File: config.mk
export PLATFORM = sky130hd
export DESIGN_NAME = alien_bullet_pool
export DESIGN_NICKNAME = d
export VERILOG_FILES = /design/src/rtl/alien_bullet_pool.sv
export SDC_FILE = /design/constraint.sdc
export NUM_CORES = 1
export LEC_CHECK = 0
export ABC_AREA = 1
export BUFFER_PORTS_ARGS = -buffer_cell sky130_fd_sc_hd__clkbuf_2
export CORE_MARGIN = 10
export CORE_UTILIZATION = 38
export CTS_CLUSTER_DIAMETER = 120
export CTS_CLUSTER_SIZE = 24
export DETAILED_ROUTE_END_ITERATION = 6
export SLEW_MARGIN = 25
export SYNTH_ARGS = -nofsm -noshare
export SYNTH_HDL_FRONTEND = slang
export SYNTH_SLANG_ARGS = --single-unit
File: constraint.sdc
create_clock -name clk -period 2.5 [get_ports clk]
set_input_delay 0.25 -clock clk [delete_from_list [all_inputs] [get_ports clk]]
set_output_delay 0.25 -clock clk [all_outputs]
set_load 0.02 [all_outputs]
File: src/rtl/alien_bullet_pool.sv
// Pool of downward-travelling alien bullets: allocation, per-frame motion, hit/exit frees, pixel output.
// Optional x zigzag when ALIEN_BULLET_ZIGZAG_EN is defined.
module alien_bullet_pool #(
    parameter int unsigned          SCREEN_CORDW = 16,
    parameter int unsigned          COLR_BITS    = 4,
    parameter int unsigned          N_SLOTS      = 4,
    parameter int unsigned          BULLET_W     = 4,
    parameter int unsigned          BULLET_H     = 12,
    parameter int unsigned          SCREEN_H     = 480,
    parameter int unsigned          COOLDOWN     = 20,
    parameter logic [COLR_BITS-1:0] BULLET_COLR  = COLR_BITS'(4'hC)
) (
    input  logic                             clk,
    input  logic                             rst,
    input  logic                             frame,
    input  logic                             fire_req,
    input  logic [SCREEN_CORDW-1:0]          fire_x,
    input  logic [SCREEN_CORDW-1:0]          fire_y,
    output logic                             fire_ack,
    input  logic [7:0]                       speed,
    input  logic [N_SLOTS-1:0]               hit,
    input  logic [SCREEN_CORDW-1:0]          screen_x,
    input  logic [SCREEN_CORDW-1:0]          screen_y,
    output logic [N_SLOTS-1:0]               active,
    output logic [N_SLOTS*SCREEN_CORDW-1:0]  bullet_x,
    output logic [N_SLOTS*SCREEN_CORDW-1:0]  bullet_y,
    output logic                             drawing,
    output logic [COLR_BITS-1:0]             pixel
);

    localparam int unsigned CW  = SCREEN_CORDW;
    localparam int unsigned CDW = (COOLDOWN > 0) ? $clog2(COOLDOWN + 1) : 1;

    typedef enum logic {S_FREE, S_LIVE} slot_state_t;

    slot_state_t      state_q [N_SLOTS];
    slot_state_t      state_d [N_SLOTS];
    logic [CW-1:0]    x_q     [N_SLOTS];
    logic [CW-1:0]    x_d     [N_SLOTS];
    logic [CW-1:0]    y_q     [N_SLOTS];
    logic [CW-1:0]    y_d     [N_SLOTS];
    logic [CW:0]      y_sum   [N_SLOTS];
    logic [CDW-1:0]   cd_q, cd_d;
    logic             ack_d;
    logic             cover_d;
    logic             alloc_ok;
    logic             taken;

`ifdef ALIEN_BULLET_ZIGZAG_EN
    localparam logic [CW:0] X_MAX = (CW+1)'((64'd1 << CW) - 64'd1 - 64'(BULLET_W));
    logic [1:0]       phase_q [N_SLOTS];
    logic [1:0]       phase_d [N_SLOTS];
    logic             dir_q   [N_SLOTS];
    logic             dir_d   [N_SLOTS];
    logic [CW:0]      x_inc   [N_SLOTS];
`endif

    // Next-state: hits, move/exit, allocation, cooldown, beam cover test
    always_comb begin
        cd_d     = cd_q;
        ack_d    = 1'b0;
        cover_d  = 1'b0;
        taken    = 1'b0;
        alloc_ok = frame && fire_req && (cd_q == '0);

        for (int i = 0; i < int'(N_SLOTS); i++) begin
            state_d[i] = state_q[i];
            x_d[i]     = x_q[i];
            y_d[i]     = y_q[i];
            y_sum[i]   = {1'b0, y_q[i]} + (CW+1)'(speed);
`ifdef ALIEN_BULLET_ZIGZAG_EN
            phase_d[i] = phase_q[i];
            dir_d[i]   = dir_q[i];
            x_inc[i]   = {1'b0, x_q[i]} + (CW+1)'(2);
`endif
            if (state_q[i] == S_LIVE) begin
                if (hit[i]) begin
                    state_d[i] = S_FREE;
                end else if (frame) begin
                    // The wide sum catches both the screen bottom and a carry out
                    if (y_sum[i] >= (CW+1)'(SCREEN_H)) begin
                        state_d[i] = S_FREE;
                    end else begin
                        y_d[i] = y_sum[i][CW-1:0];
`ifdef ALIEN_BULLET_ZIGZAG_EN
                        phase_d[i] = phase_q[i] + 2'd1;
                        if (phase_q[i] == 2'd3) begin
                            dir_d[i] = ~dir_q[i];
                            if (!dir_q[i])
                                x_d[i] = (x_inc[i] > X_MAX) ? X_MAX[CW-1:0] : x_inc[i][CW-1:0];
                            else
                                x_d[i] = (x_q[i] < CW'(2)) ? '0 : x_q[i] - CW'(2);
                        end
`endif
                    end
                end
            end
        end

        // Lowest free slot after this edge's frees takes the shot
        for (int i = 0; i < int'(N_SLOTS); i++) begin
            if (alloc_ok && !taken && state_d[i] == S_FREE) begin
                state_d[i] = S_LIVE;
                x_d[i]     = fire_x;
                y_d[i]     = fire_y;
`ifdef ALIEN_BULLET_ZIGZAG_EN
                phase_d[i] = 2'd0;
                dir_d[i]   = 1'b0;
`endif
                taken      = 1'b1;
            end
        end

        ack_d = taken;
        if (taken)
            cd_d = CDW'(COOLDOWN);
        else if (frame && cd_q != '0)
            cd_d = cd_q - CDW'(1);

        for (int i = 0; i < int'(N_SLOTS); i++) begin
            if (state_q[i] == S_LIVE
                && screen_x >= x_q[i]
                && {1'b0, screen_x} < {1'b0, x_q[i]} + (CW+1)'(BULLET_W)
                && screen_y >= y_q[i]
                && {1'b0, screen_y} < {1'b0, y_q[i]} + (CW+1)'(BULLET_H))
                cover_d = 1'b1;
        end
    end

    always_ff @(posedge clk) begin
        if (rst) begin
            for (int i = 0; i < int'(N_SLOTS); i++) begin
                state_q[i] <= S_FREE;
                x_q[i]     <= '0;
                y_q[i]     <= '0;
`ifdef ALIEN_BULLET_ZIGZAG_EN
                phase_q[i] <= 2'd0;
                dir_q[i]   <= 1'b0;
`endif
            end
            cd_q     <= '0;
            fire_ack <= 1'b0;
            drawing  <= 1'b0;
            pixel    <= '0;
        end else begin
            for (int i = 0; i < int'(N_SLOTS); i++) begin
                state_q[i] <= state_d[i];
                x_q[i]     <= x_d[i];
                y_q[i]     <= y_d[i];
`ifdef ALIEN_BULLET_ZIGZAG_EN
                phase_q[i] <= phase_d[i];
                dir_q[i]   <= dir_d[i];
`endif
            end
            cd_q     <= cd_d;
            fire_ack <= ack_d;
            drawing  <= cover_d;
            pixel    <= cover_d ? BULLET_COLR : '0;
        end
    end

    for (genvar g = 0; g < int'(N_SLOTS); g++) begin : g_out
        assign active[g]             = (state_q[g] == S_LIVE);
        assign bullet_x[g*CW +: CW]  = x_q[g];
        assign bullet_y[g*CW +: CW]  = y_q[g];
    end

endmodule

==> flow_summary_export.csv <==
group,metric,value,unit
logic_synthesis,netlist_instances,2381,
setup_path,cpPeakStageDelay,370,ps
grt,grt_start_max_net_pins,43,
clock_network,numCtsBuffers,17,
detailed_routing,post_drt_via_cell_ratio,5.40,
grt,first_global_vias,19400,
logic_synthesis,synthDistinctLibCells,51,
placed_design,dpl.hpwl,53.4,mm
cells_and_area,area_delta_synth_final,53.9,%
sta,timing.hold.ws,116,ps
placed_design,placed_area,20700,µm²
cells_and_area,final_cell_mix,"nand2_1 (443), buf_4 (410), inv_1 (310)",
logic_synthesis,syn_area_per_cell,6.57,µm²
die,initial_core_util,0.384,
pwr,ir_drop,393,µV
cells_and_area,drive_gt1_frac,0.370,
setup_path,critPathSlowestCell,"fa_2",
flow_run,max_cap_viol_count,0,
sta,setup_violations,136,
sta,worst_slack,-513,ps
logic_synthesis,synthesis.area,15700,µm²
grt,grt_pass1_wl,107,mm
sta,tightest_slew,736,ps
grt,antenna_found_initial,1,
die,pin_count,218,
setup_path,cpMostUsedCell,"nand2_4",
die,fp-row-count,74,
clock_network,clock_latency,450,ps
setup_path,required,2890,ps
setup_path,cp.arrival,3400,ps
sta,period_needed,3010,ps
cells_and_area,stdcell_count,3592,
placed_design,port_buffers,215,
placed_design,gp_congestion,0.980,
pwr,powerDensity,432,nW/µm²
setup_path,critical_path_class,"reg2reg",
logic_synthesis,ys_seq_area_frac,0.178,
sta,clock_skew,9.20,ps
outcome,violations,"setup timing",
sta,fmax,0.332,GHz
clock_network,clockBufferDepth,2,
logic_synthesis,synth_edf_count,0,
clock_network,cts.sinks,139,
detailed_routing,dr.pass1.iters,6,
cells_and_area,fillers,3737,
detailed_routing,drt.antenna.violating_nets,0,
grt,grt.total_usage,0.272,
logic_synthesis,synth-seq-cells,139,
grt,grt-ovfl-total,0,
sta,rsz0062_at_grt,"yes",
detailed_routing,wire_per_inst,19.7,µm
die,dieArea,49700,µm²
clock_network,cts_tree,"yes",
cells_and_area,layout_commonest_cell,"nand2_1",
cells_and_area,final_area,24100,µm²
placed_design,place_inst,3473,
cells_and_area,final_nets,3410,
clock_network,ctsHtreeMaxLevel,4,
sta,maxSlewViolCount,0,
outcome,outcome,"complete, but fails checks",
pwr,p_leak,11.5,nW
logic_synthesis,synth_warnings,0,
setup_path,start_kind,"register",
sta,tns,-44750,ps
setup_path,cp_cell_sequence,"ha_4, fa_2, nand2_4, nand2_4, nand3b_1, nand3b_1, nand2_2, nor2_2, nand2_1, nand4_1, o21bai_2, nand2_4, nor2_4, buf_12, nand3_4, buf_12, buf_12, buf_16, nand2_4, nand2_2, nor2_2",
clock_network,clkSlewWorstSetupHoldPaths,70,ps
logic_synthesis,async_flop_share,0,
setup_path,crit_path_max_fanout,8,
detailed_routing,drc,0,
detailed_routing,vias,19400,
sta,maxSlewHeadroom,0.509,
clock_network,root_buffer,"clkbuf_16",
logic_synthesis,synth_ff_type,"dfxtp_1",
die,fp.dieH,223,µm
setup_path,end_kind,"register",
placed_design,dp_slack,-834,ps
die,core,40700,µm²
die,fp.dieW,223,µm
detailed_routing,drtIter0Drc,1478,
sta,final-hold-violation-count,0,
sta,period_share,1.21,
detailed_routing,wirelength,70.7,mm
worst_hold_path,hold_path_class,"in2reg",
-- power by group --
group | internal [mW] | total (mW) | switching [mW]
Clock | 1.89 | 3.01 | 1.12
Sequential | 2.41 | 2.60 | 0.186
Combinational | 2.06 | 4.80 | 2.74
-- synthesized netlist by cell type, types with 3 or more instances --
master    instances  area, µm²
ha_1            281       3520
nand2_1         496       1860
buf_6             4       45.0
nand4_1          53        332
clkbuf_1         24       90.1
o211ai_1         31        233
nor4_1            5       31.3
a21o_1            3       22.5
xor2_1           97        850
o21bai_1          3       22.5
nand3b_1          7       52.6
a211oi_1         12       90.1
o22ai_1           6       37.5
inv_1           318       1190
a21oi_1         211       1060
o21ai_0         139        696
nand2_2           9       56.3
dfxtp_1         139       2780
nor2_1          230        863
nor3_1           49        245
buf_4             5       37.5
nand3_1         178        891
buf_2            21        105
inv_2             4       15.0
xnor2_1          16        140
fa_1              4       80.1
a31oi_1           3       18.8
o31ai_1           5       37.5
-- metal layers --
layer	part of all wire	GRT usage	up-vias
met5	0	0	-
met4	0.050	0.136	0
met3	0.065	0.0425	172
met2	0.47	0.463	772
met1	0.41	0.325	9128
li1	-	-	9313
-- registers in the layout, summed over array words and instances (netlist names) --
signal / flops
x_q: 64
y_q: 64
cd_q: 5
fire_ack: 1
pixel: 1
state_q: 4
-- critical path, delay by kind of cell, from the launching register on --
family | cells | cell delay (ps)
DFF | 1 | 350
adders and majority gates | 2 | 530
buffers and inverters | 4 | 580
and+or+nand+nor | 14 | 1230
AOI/OAI and AO/OA | 1 | 280
-- area by class of cell --
class,count,area (µm²),area share
Antenna cell,2,5.00,0.000208
Clock buffer,23,531,0.0220
Clock inverter,9,153,0.00634
Inverter,322,1210,0.0502
Multi-Input combinational cell,1866,13200,0.548
Sequential cell,139,2850,0.118
Tap cell,532,666,0.0276
Timing Repair Buffer,699,5490,0.228
-- through the flow --
| stage | power, mW | utilization |
|---|---|---|
| floorplan | 4.85 | - |
| global placement | 6.43 | 0.507 |
| detailed placement | 6.53 | 0.507 |
| CTS | 10.1 | 0.577 |
| global route | 11.0 | 0.591 |
| finish | 10.4 | 0.591 |
-- logic make-up (layout without fill, tap and decap cells) --
logic type                 count (synthesis)  after routing  share of synthesized area
DFF                                      139            139                      0.178
buffers and inverters                    379           1053                     0.0959
other                                      1              4                   0.000240
and+or+nand+nor                         1040           1042                      0.285
adders and majority gates                285            285                      0.230
AOI/OAI and AO/OA                        424            424                      0.148
xor gates and xnor gates                 113            113                     0.0632
-- path summary, 6_finish.rpt --
| kind | start | to | slack, ps | depth (start not counted) |
|---|---|---|---|---|
| min reg2reg | cd_q[4]$_SDFFE_PP0P_ | cd_q[4]$_SDFFE_PP0P_ | 480 | 2 |
| max | y_q[0][0]$_SDFFE_PP0P_ | x_q[0][54]$_SDFFE_PP0P_ | -510 | 21 |
| max reg2reg | y_q[0][0]$_SDFFE_PP0P_ | x_q[0][54]$_SDFFE_PP0P_ | -510 | 21 |
| min | fire_y[2] | y_q[2][2]$_SDFFE_PP0P_ | 120 | 3 |
-- timing repair --
action	CTS	global route
gates resized for setup	321	175
hold buffers	0	0
pin swaps	102	65
setup endpoints to repair	136	138
gates cloned	20	2
buffers inserted	63	22
Power figures use the tool's default switching activity.
